`src/rtl/sar_pkg.sv`:
```
// Shared types and defaults for the successive-approximation search controller.
package sar_pkg;

   localparam int SAR_WIDTH_DEFAULT = 8;

   typedef enum logic [1:0] {
      IDLE  = 2'd0,
      TRIAL = 2'd1,
      DONE  = 2'd2,
      ERR   = 2'd3
   } sar_state_t;

endpackage : sar_pkg

```
`src/rtl/sar_search.sv`:
```
// Binary-search controller closing the loop around an external magnitude comparator:
// one trial per clock, bitwise set/clear only, early exit on equality.
module sar_search
   import sar_pkg::*;
#(
   parameter int WIDTH = SAR_WIDTH_DEFAULT
) (
   input  logic                       clk,
   input  logic                       rst_n,
   input  logic                       start,
   input  logic                       a_greater,
   input  logic                       a_equal,
   input  logic                       a_less,
   output logic [WIDTH-1:0]           guess,
   output logic                       busy,
   output logic                       done,
   output logic                       err,
   output logic [WIDTH-1:0]           result,
   output logic [$clog2(WIDTH+1)-1:0] iters
);

   localparam int IW = $clog2(WIDTH+1);
   localparam logic [WIDTH-1:0] MSB_BIT  = {1'b1, {(WIDTH-1){1'b0}}};
   localparam logic [WIDTH-1:0] LSB_BIT  = {{(WIDTH-1){1'b0}}, 1'b1};
   localparam logic [IW-1:0]    ITER_ONE = {{(IW-1){1'b0}}, 1'b1};

   sar_state_t       state_q, state_d;
   logic [WIDTH-1:0] guess_q, guess_d;
   logic [WIDTH-1:0] mask_q, mask_d;
   logic [WIDTH-1:0] result_q, result_d;
   logic [IW-1:0]    iters_q, iters_d;
   logic             busy_q, busy_d;
   logic             done_q, done_d;
   logic             err_q, err_d;

   logic [2:0]       cmp_s;
   logic             cmp_valid_s;
   logic [WIDTH-1:0] trial_guess_s;

   // Comparator sanity and the guess after applying this trial's keep/clear decision.
   always_comb begin
      cmp_s         = {a_greater, a_equal, a_less};
      cmp_valid_s   = (cmp_s == 3'b100) || (cmp_s == 3'b010) || (cmp_s == 3'b001);
      if (a_less) begin
         trial_guess_s = guess_q & ~mask_q;
      end else begin
         trial_guess_s = guess_q;
      end
   end

   // Next-state and datapath update for the search FSM.
   always_comb begin
      state_d  = state_q;
      guess_d  = guess_q;
      mask_d   = mask_q;
      result_d = result_q;
      iters_d  = iters_q;
      busy_d   = busy_q;
      done_d   = done_q;
      err_d    = err_q;
      case (state_q)
         IDLE, DONE, ERR: begin
            if (start) begin
               state_d = TRIAL;
               guess_d = MSB_BIT;
               mask_d  = MSB_BIT;
               iters_d = {IW{1'b0}};
               busy_d  = 1'b1;
               done_d  = 1'b0;
               err_d   = 1'b0;
            end else begin
               state_d = state_q;
            end
         end
         TRIAL: begin
            iters_d = iters_q + ITER_ONE;
            if (!cmp_valid_s) begin
               state_d = ERR;
               busy_d  = 1'b0;
               err_d   = 1'b1;
            end else if (a_equal) begin
               state_d  = DONE;
               result_d = guess_q;
               busy_d   = 1'b0;
               done_d   = 1'b1;
            end else if (mask_q == LSB_BIT) begin
               // Last bit resolved: the cleared/kept guess is the answer.
               state_d  = DONE;
               guess_d  = trial_guess_s;
               result_d = trial_guess_s;
               busy_d   = 1'b0;
               done_d   = 1'b1;
            end else begin
               mask_d  = mask_q >> 1;
               guess_d = trial_guess_s | (mask_q >> 1);
            end
         end
         default: begin
            state_d = IDLE;
            busy_d  = 1'b0;
            done_d  = 1'b0;
            err_d   = 1'b0;
         end
      endcase
   end

   // State and output registers.
   always_ff @(posedge clk or negedge rst_n) begin
      if (!rst_n) begin
         state_q  <= IDLE;
         guess_q  <= {WIDTH{1'b0}};
         mask_q   <= {WIDTH{1'b0}};
         result_q <= {WIDTH{1'b0}};
         iters_q  <= {IW{1'b0}};
         busy_q   <= 1'b0;
         done_q   <= 1'b0;
         err_q    <= 1'b0;
      end else begin
         state_q  <= state_d;
         guess_q  <= guess_d;
         mask_q   <= mask_d;
         result_q <= result_d;
         iters_q  <= iters_d;
         busy_q   <= busy_d;
         done_q   <= done_d;
         err_q    <= err_d;
      end
   end

   assign guess  = guess_q;
   assign busy   = busy_q;
   assign done   = done_q;
   assign err    = err_q;
   assign result = result_q;
   assign iters  = iters_q;

endmodule : sar_search
```
`config.mk`:
```
export PLATFORM = sky130hd
export DESIGN_NAME = sar_search
export DESIGN_NICKNAME = d
export VERILOG_FILES = /design/src/rtl/sar_pkg.sv /design/src/rtl/sar_search.sv
export SDC_FILE = /design/constraint.sdc
export NUM_CORES = 1
export LEC_CHECK = 0
export CAP_MARGIN = 5
export CORE_MARGIN = 2
export CORE_UTILIZATION = 54
export DETAILED_ROUTE_END_ITERATION = 7
export GPL_TIMING_DRIVEN = 0
export PLACE_DENSITY = 0.79
export RECOVER_POWER = 50
export SLEW_MARGIN = 15
export SYNTH_ARGS = -nofsm -noshare
export SYNTH_HDL_FRONTEND = slang
export SYNTH_SLANG_ARGS = --single-unit
```
`constraint.sdc`:
```
create_clock -name clk -period 3.25 [get_ports clk]
set_input_delay 0.325 -clock clk [delete_from_list [all_inputs] [get_ports clk]]
set_output_delay 0.325 -clock clk [all_outputs]
set_load 0.05 [all_outputs]
```
==> key figures, run 1 <==
Run status
  – Outcome: finished with violations
  – Failing checks: max-capacitance violations, max-slew violations

Route
  – Vias per Instance: 5.880
  – Vias post-DR: 1,123
  – Wire length per cell: 15.89 um
  – TritonRoute pass-1 iters: 4
  – Drt drc: 0
  – ANT nets after route: 0
  – Drt first-iter violations: 35
  – Detailed Route WL: 3035 um

Yosys
  – Synth Instances: 126
  – Yosys warns: 0
  – Yosys cell types: 33
  – Mapped Nets: 133
  – Ys flop type: dfrtp_1
  – Post-Syn Area: 1449 um2
  – Avg Cell Area, Syn: 11.50 um2
  – FF+latch count, synth: 33
  – EDFF count, synth: 0
  – Sequential area share after synthesis: 56.99%
  – Post-synth ARST share: 100.0%

Place
  – Final Wtd Congestion: 0.7647
  – Port-buffer cells: 27
  – DPL Wire Length: 2022 um

Floorplan
  – Core ar.: 2500 um2
  – Starting density of the core: 57.96%
  – DIE AREA: 3114 um2
  – Die height: 55.80 um
  – Die width: 55.80 um
  – Top-level I/O count: 29
  – Rows: 18

Finish
  – Diodes inserted: 0
  – Final Util: 72.92%
  – Layout cells sized above 1: 10.56%
  – Fin nets: 167
  – Synthesis-to-layout area growth: 25.82%
  – Fillers: 181

Worst setup path
  – Critical Path, Cell by Cell: dlygate4sd3_1 > xor2_1 > and3_1 > buf_6 > a21oi_1 > mux2_2
  – Worst r2r src: state_q[0]
  – Worst-path fanout max: 10
  – CP required: 3.48 ns
  – R2R Path End: result[0]
  – CP endpoint kind: register
  – Crit path kind: in2reg
  – CP startpoint kind: primary input
  – Worst reg-to-reg setup slack: 0.95 ns
  – Family with the most delay on the worst path: compound AO/OA/AOI/OAI gates
  – CP max stage cell: a21oi_1
  – CP bufs+invs: 2
  – Reg2Reg Depth: 5
  – Critical Path Max Stage Delay: 0.84 ns
  – Worst Path Arrival: 2.74 ns

Timing
  – Slew Limit Fails: 34
  – Slew @ Worst Pin: 1.714 ns
  – Clk_skew: 0.004014 ns
  – Slew Limit Headroom: -14.29%
  – Final setup vio count: 0
  – RSZ-0062 raised after global routing: no
  – FMAX: 0.3991 GHz
  – Tcrit/Tclk final: 77.11%
  – Setup TNS: 0 ns
  – Post-route minimum period: 2.506 ns
  – Final Hold Viols: 0

CTS
  – Root Driver: clkbuf_4
  – CTS Buffer Depth: 2
  – Sinks on Clock Net: 33
  – CTS tree: built
  – Post-CTS Resized: 0
  – Clock Pin Slew Worst Setup and Hold Paths: 0.10 ns
  – Num CTS Buffers: 5
  – H-tree Lvls: 2
  – Post-CTS setup buffers: 0
  – Worst skew pair latency: 0.34 ns
  – CTS Hold Buffers Added: 0

Power and ir drop
  – Pwr dens: 838.8 nW/um2
  – Worst ir drop on vdd: 0.7371 mV
  – Power Total: 1.529 mW
  – Leak pwr: 0.8283 nW

Global routing
  – Initial antenna violation count: 0
  – Vias in the first global route: 1,133
  – First-pass GRT wire length: 5230 um
  – Global route overflow: 0
  – Gr usage total: 22.13%
  – Largest net degree at the start of global routing: 34

Hold path
  – Worst hold path class: in2reg
  – Critical hold path startpoint: start
  – Hold Crit Depth: 2
  – Worst Hold End: err

Flow run
  – MaxCap Viol Count: 1
metrics by stage:
| step | instances | hold WS [ns] | instance area, um2 | setup slack [ns] |
|---|---|---|---|---|
| after floorplan | 126 | 0.02941 | 1449 | 1.659 |
| after global placement | 183 | 0.4647 | 1757 | 1.047 |
| after detailed placement | 183 | 0.4168 | 1752 | 1.001 |
| after CTS | 191 | 0.04692 | 1837 | 1.324 |
| after global routing | 191 | 0.4307 | 1823 | 0.6647 |
| final | 191 | 0.4000 | 1823 | 0.7441 |
flip-flops by register name, summed over array words and instances, names as in the netlist:
register,flops
done,1
guess,8
mask_q,8
result,8
err,1
state_q,2
iters,4
busy,1
worst reg2reg max path, cell delays in order, from the launching register on:
cell and delay, ns:
dfrtp_1 0.41, and2b_4 0.20, and3_1 0.18, buf_6 0.14
a21oi_1 0.84, mux2_2 0.42
kinds of logic (layout without fill, tap and decap cells):
| kind of cell | after synthesis | in the layout | synth area share [%] |
|---|---|---|---|
| xor gates and xnor gates | 1 | 1 | 0.6046 |
| DFF | 33 | 33 | 56.99 |
| adders and majority gates | 1 | 1 | 0.8634 |
| buffers and inverters | 10 | 45 | 3.195 |
| and+or+nand+nor | 34 | 34 | 11.74 |
| muxes | 8 | 8 | 6.132 |
| AOI/OAI and AO/OA | 39 | 39 | 20.47 |
metal layers:
layer	routed length, um	vias up	track usage [%]
met5	0	-	0
li1	-	527	-
met2	1446	43	35.37
met3	177	8	8.140
met1	1364	545	28.06
met4	47	0	6.969
cells in the mapped netlist (2+ instances only):
master / count / area [um2]
mux2_2: 7 / 78.83
clkbuf_1: 2 / 7.510
dfrtp_1: 33 / 825.8
nor2_1: 4 / 15.01
a21oi_1: 4 / 20.02
a32o_1: 7 / 70.07
a22o_1: 6 / 52.55
inv_1: 6 / 22.52
o21ai_0: 8 / 40.04
and3_1: 2 / 12.51
a21boi_0: 7 / 52.55
nand2_1: 19 / 71.32
placed cells by master (no fill, tap or decap), types with 2 or more instances in the layout:
cell,synthesis,layout
dfrtp_1,33,33
clkdlybuf4s50_1,0,24
nand2_1,19,19
o21ai_0,8,8
a21boi_0,7,7
mux2_2,7,7
a32o_1,7,7
inv_1,6,6
a22o_1,6,6
a21oi_1,4,5
clkbuf_1,2,5
clkbuf_4,0,5
nor2_1,4,4
and3_1,2,2
dlygate4sd3_1,0,2
cell type report:
cell class | instances | area (um2) | share of cell area [%]
Sequential cell | 33 | 825.8 | 45.30
Inverter | 6 | 22.52 | 1.235
Clock inverter | 1 | 30.03 | 1.647
Clock buffer | 7 | 55.05 | 3.020
Buffer | 4 | 22.52 | 1.235
Timing Repair Buffer | 27 | 264.0 | 14.48
Multi-Input combinational cell | 83 | 565.5 | 31.02
Tap cell | 30 | 37.54 | 2.059
worst max path at each step:
stage | startpoint | to | cells after the start
2_1_floorplan | state_q[0] | result[0] | 5
6_report | a_greater | result[0] | 6
3_5_place_dp | a_greater | result[6] | 6
3_3_place_gp | a_greater | result[5] | 6
4_1_cts | iters[0] | iters[0] | 1
5_1_grt | a_greater | result[0] | 6
power by group:
| group | total, mW | internal [mW] | switching (mW) |
|---|---|---|---|
| registers | 0.578 | 0.500 | 0.0778 |
| logic | 0.633 | 0.219 | 0.414 |
| clock network | 0.319 | 0.184 | 0.135 |
No activity file was read; power rests on OpenSTA's default activity.
==> inputs of run 2 (changes only) <==
--- a/config.mk
+++ b/config.mk
@@ -7,10 +7,10 @@
 export LEC_CHECK = 0
 export CAP_MARGIN = 5
 export CORE_MARGIN = 2
-export CORE_UTILIZATION = 54
+export CORE_UTILIZATION = 50
 export DETAILED_ROUTE_END_ITERATION = 7
 export GPL_TIMING_DRIVEN = 0
-export PLACE_DENSITY = 0.79
+export PLACE_DENSITY = 0.74
 export RECOVER_POWER = 50
 export SLEW_MARGIN = 15
 export SYNTH_ARGS = -nofsm -noshare
==> constraint.sdc (replaced) <==
create_clock -name clk -period 2.6 [get_ports clk]
set_input_delay 0.26 -clock clk [delete_from_list [all_inputs] [get_ports clk]]
set_output_delay 0.26 -clock clk [all_outputs]
set_load 0.05 [all_outputs]
==> run 2 against run 1 <==
Hold slack got worse by 0.056 ns; the flow now finishes without violations; largest power group unchanged; final cell count rose by 1.0%; via count rose by 0.71%; clock-buffer cell count did not move; clock skew rose by 0.0052 ns; first-iteration DRC count fell by 37%; critical path depth fell by 1; utilization fell by 6.5 points; sequential power rose by 25%; largest cell class unchanged; worst setup slack got worse by 0.10 ns.
==> key figures, run 2 (same netlist as run 1, synthesis figures left out) <==
Run status
  – Outcome: complete, no violations (was finished with violations)

Timing
  – Slew Limit Fails: 0 (was 34)
  – Final Hold Viols: 0 (unchanged)
  – Post-route minimum period: 1.957 ns
  – Clk_skew: 0.009219 ns (was 0.004014 ns)
  – Tcrit/Tclk final: 75.26%
  – Setup TNS: 0 ns (unchanged)
  – FMAX: 0.5110 GHz
  – Final setup vio count: 0 (unchanged)
  – Worst Setup Slack, final: 0.6432 ns (was 0.7441 ns)
  – RSZ-0062 raised after global routing: no (unchanged)
  – Slew Limit Headroom: 52.12% (was -14.29%)
  – Slew @ Worst Pin: 0.7182 ns (was 1.714 ns)

Global routing
  – First-pass GRT wire length: 5009 um (was 5230 um)
  – Initial antenna violation count: 0 (unchanged)
  – Global route overflow: 0 (unchanged)
  – Vias in the first global route: 1,053 (was 1,133)
  – Gr usage total: 20.54% (was 22.13%)
  – Largest net degree at the start of global routing: 34 (unchanged)

Flow run
  – MaxCap Viol Count: 0 (was 1)

Power and ir drop
  – Power Total: 1.838 mW (was 1.529 mW)
  – Worst ir drop on vdd: 0.8787 mV (was 0.7371 mV)
  – Pwr dens: 1004 nW/um2 (was 838.8 nW/um2)
  – Leak pwr: 0.8332 nW (was 0.8283 nW)

CTS
  – Post-CTS setup buffers: 0 (unchanged)
  – Clock Pin Slew Worst Setup and Hold Paths: 0.10 ns (about the same)
  – Root Driver: clkbuf_4 (unchanged)
  – CTS tree: built (unchanged)
  – Num CTS Buffers: 5 (unchanged)
  – H-tree Lvls: 2 (unchanged)
  – Worst skew pair latency: 0.35 ns (was 0.34 ns)
  – Sinks on Clock Net: 33 (unchanged)
  – CTS Buffer Depth: 2 (unchanged)
  – Post-CTS Resized: 0 (unchanged)

Worst setup path
  – Crit path kind: in2reg (unchanged)
  – Worst r2r src: state_q[0] (unchanged)
  – R2R Path End: result[4] (was result[0])
  – CP startpoint kind: primary input (unchanged)
  – Worst-path fanout max: 9 (was 10)
  – CP endpoint kind: register (unchanged)
  – CP required: 2.84 ns (was 3.48 ns)
  – Critical path startpoint: a_equal (was a_greater)
  – Worst setup path endpoint: guess[1] (was result[0])
  – Reg2Reg Depth: 5 (unchanged)
  – Worst Path Arrival: 2.20 ns (was 2.74 ns)
  – Worst reg-to-reg setup slack: 0.82 ns (was 0.95 ns)

Finish
  – Layout cells sized above 1: 12.35% (was 10.56%)
  – Most frequent cells in the layout: dfrtp_1 (33), clkdlybuf4s50_1 (24), nand2_1 (19) (unchanged)
  – Fin nets: 168 (was 167)
  – Post-route cell area: 1832 um2 (was 1823 um2)
  – Fillers: 234 (was 181)
  – Diodes inserted: 0 (unchanged)
  – Synthesis-to-layout area growth: 26.43% (was 25.82%)
  – Final Util: 66.42% (was 72.92%)
  – Multi-input gate area: 576.8 um2 (was 565.5 um2)
  – Register Area: 825.8 um2 (unchanged)
  – Most common cell after layout, fill and taps aside: dfrtp_1 (unchanged)

Place
  – Post-Place Setup Slack: 0.4018 ns (was 1.001 ns)
  – DPL Wire Length: 2018 um (was 2022 um)
  – Final Wtd Congestion: 0.7873 (was 0.7647)
  – Port-buffer cells: 27 (unchanged)
  – Placed cell areas: 1753 um2 (was 1752 um2)

Route
  – TritonRoute pass-1 iters: 4 (unchanged)
  – ANT nets after route: 0 (unchanged)
  – Wire length per cell: 15.61 um (was 15.89 um)
  – Detailed Route WL: 3012 um (was 3035 um)
  – Drt drc: 0 (unchanged)
  – Drt first-iter violations: 22 (was 35)
  – Vias per Instance: 5.860 (was 5.880)
  – Vias post-DR: 1,131 (was 1,123)

Floorplan
  – Starting density of the core: 52.54% (was 57.96%)
  – Die height: 57.83 um (was 55.80 um)
  – Die width: 57.83 um (was 55.80 um)
  – Core ar.: 2758 um2 (was 2500 um2)
  – Rows: 19 (was 18)
  – Top-level I/O count: 29 (unchanged)
  – DIE AREA: 3344 um2 (was 3114 um2)

Hold path
  – Critical hold path startpoint: start (unchanged)
  – Worst hold path class: in2reg (unchanged)
run 2: worst max-delay path, cell delays in order:
cell and delay, ns:
dlygate4sd3_1 0.58, and2b_1 0.41, nor3b_2 0.51, nand2_1 0.13, a32o_1 0.30
run 2: worst min path at each step:
stage          depth (start not counted)  slack [ns]        end
6_report                               2        0.34        err
5_1_grt                                2        0.35        err
4_1_cts                                2        0.31        err
3_5_place_dp                           1        0.36  result[3]
3_3_place_gp                           2        0.46       done
2_1_floorplan                          0       -0.04       busy
run 2: layout make-up:
type                            count  share of cell area [%]
Buffer                              4                   1.230
Clock buffer                        7                   3.552
Clock inverter                      1                  0.2732
Inverter                            6                   1.230
Multi-Input combinational cell     83                   31.49
Sequential cell                    33                   45.08
Tap cell                           31                   2.117
Timing Repair Buffer               28                   15.03
run 2: metrics by stage:
stage | hold slack (ns) | instances
3_3_place_gp | 0.4634 | 184
6_report | 0.3439 | 193
2_1_floorplan | -0.03559 | 126
4_1_cts | 0.3150 | 193
3_5_place_dp | 0.3601 | 184
5_1_grt | 0.3488 | 193
run 2: power breakdown:
part,switching (mW),total (mW),internal (mW)
Clock,0.173,0.330,0.157
Sequential,0.0976,0.722,0.625
Combinational,0.512,0.786,0.274
Total,0.783,1.84,1.06
run 2: per-layer routing:
metal | vias up | share of wire (%) | GRT usage [%]
li1 | 531 | - | -
met1 | 564 | 47 | 27.46
met2 | 28 | 47 | 30.19
met3 | 8 | 5.0 | 7.589
met4 | 0 | 1.9 | 8.970
met5 | - | 0 | 0
run 2: what timing repair did:
| action | 4_1_cts | 5_1_grt |
|---|---|---|
| endpoints found under the hold margin | 33 | 0 |
| endpoints found under the setup margin | 0 | 0 |
| hold buffers | 1 | 0 |
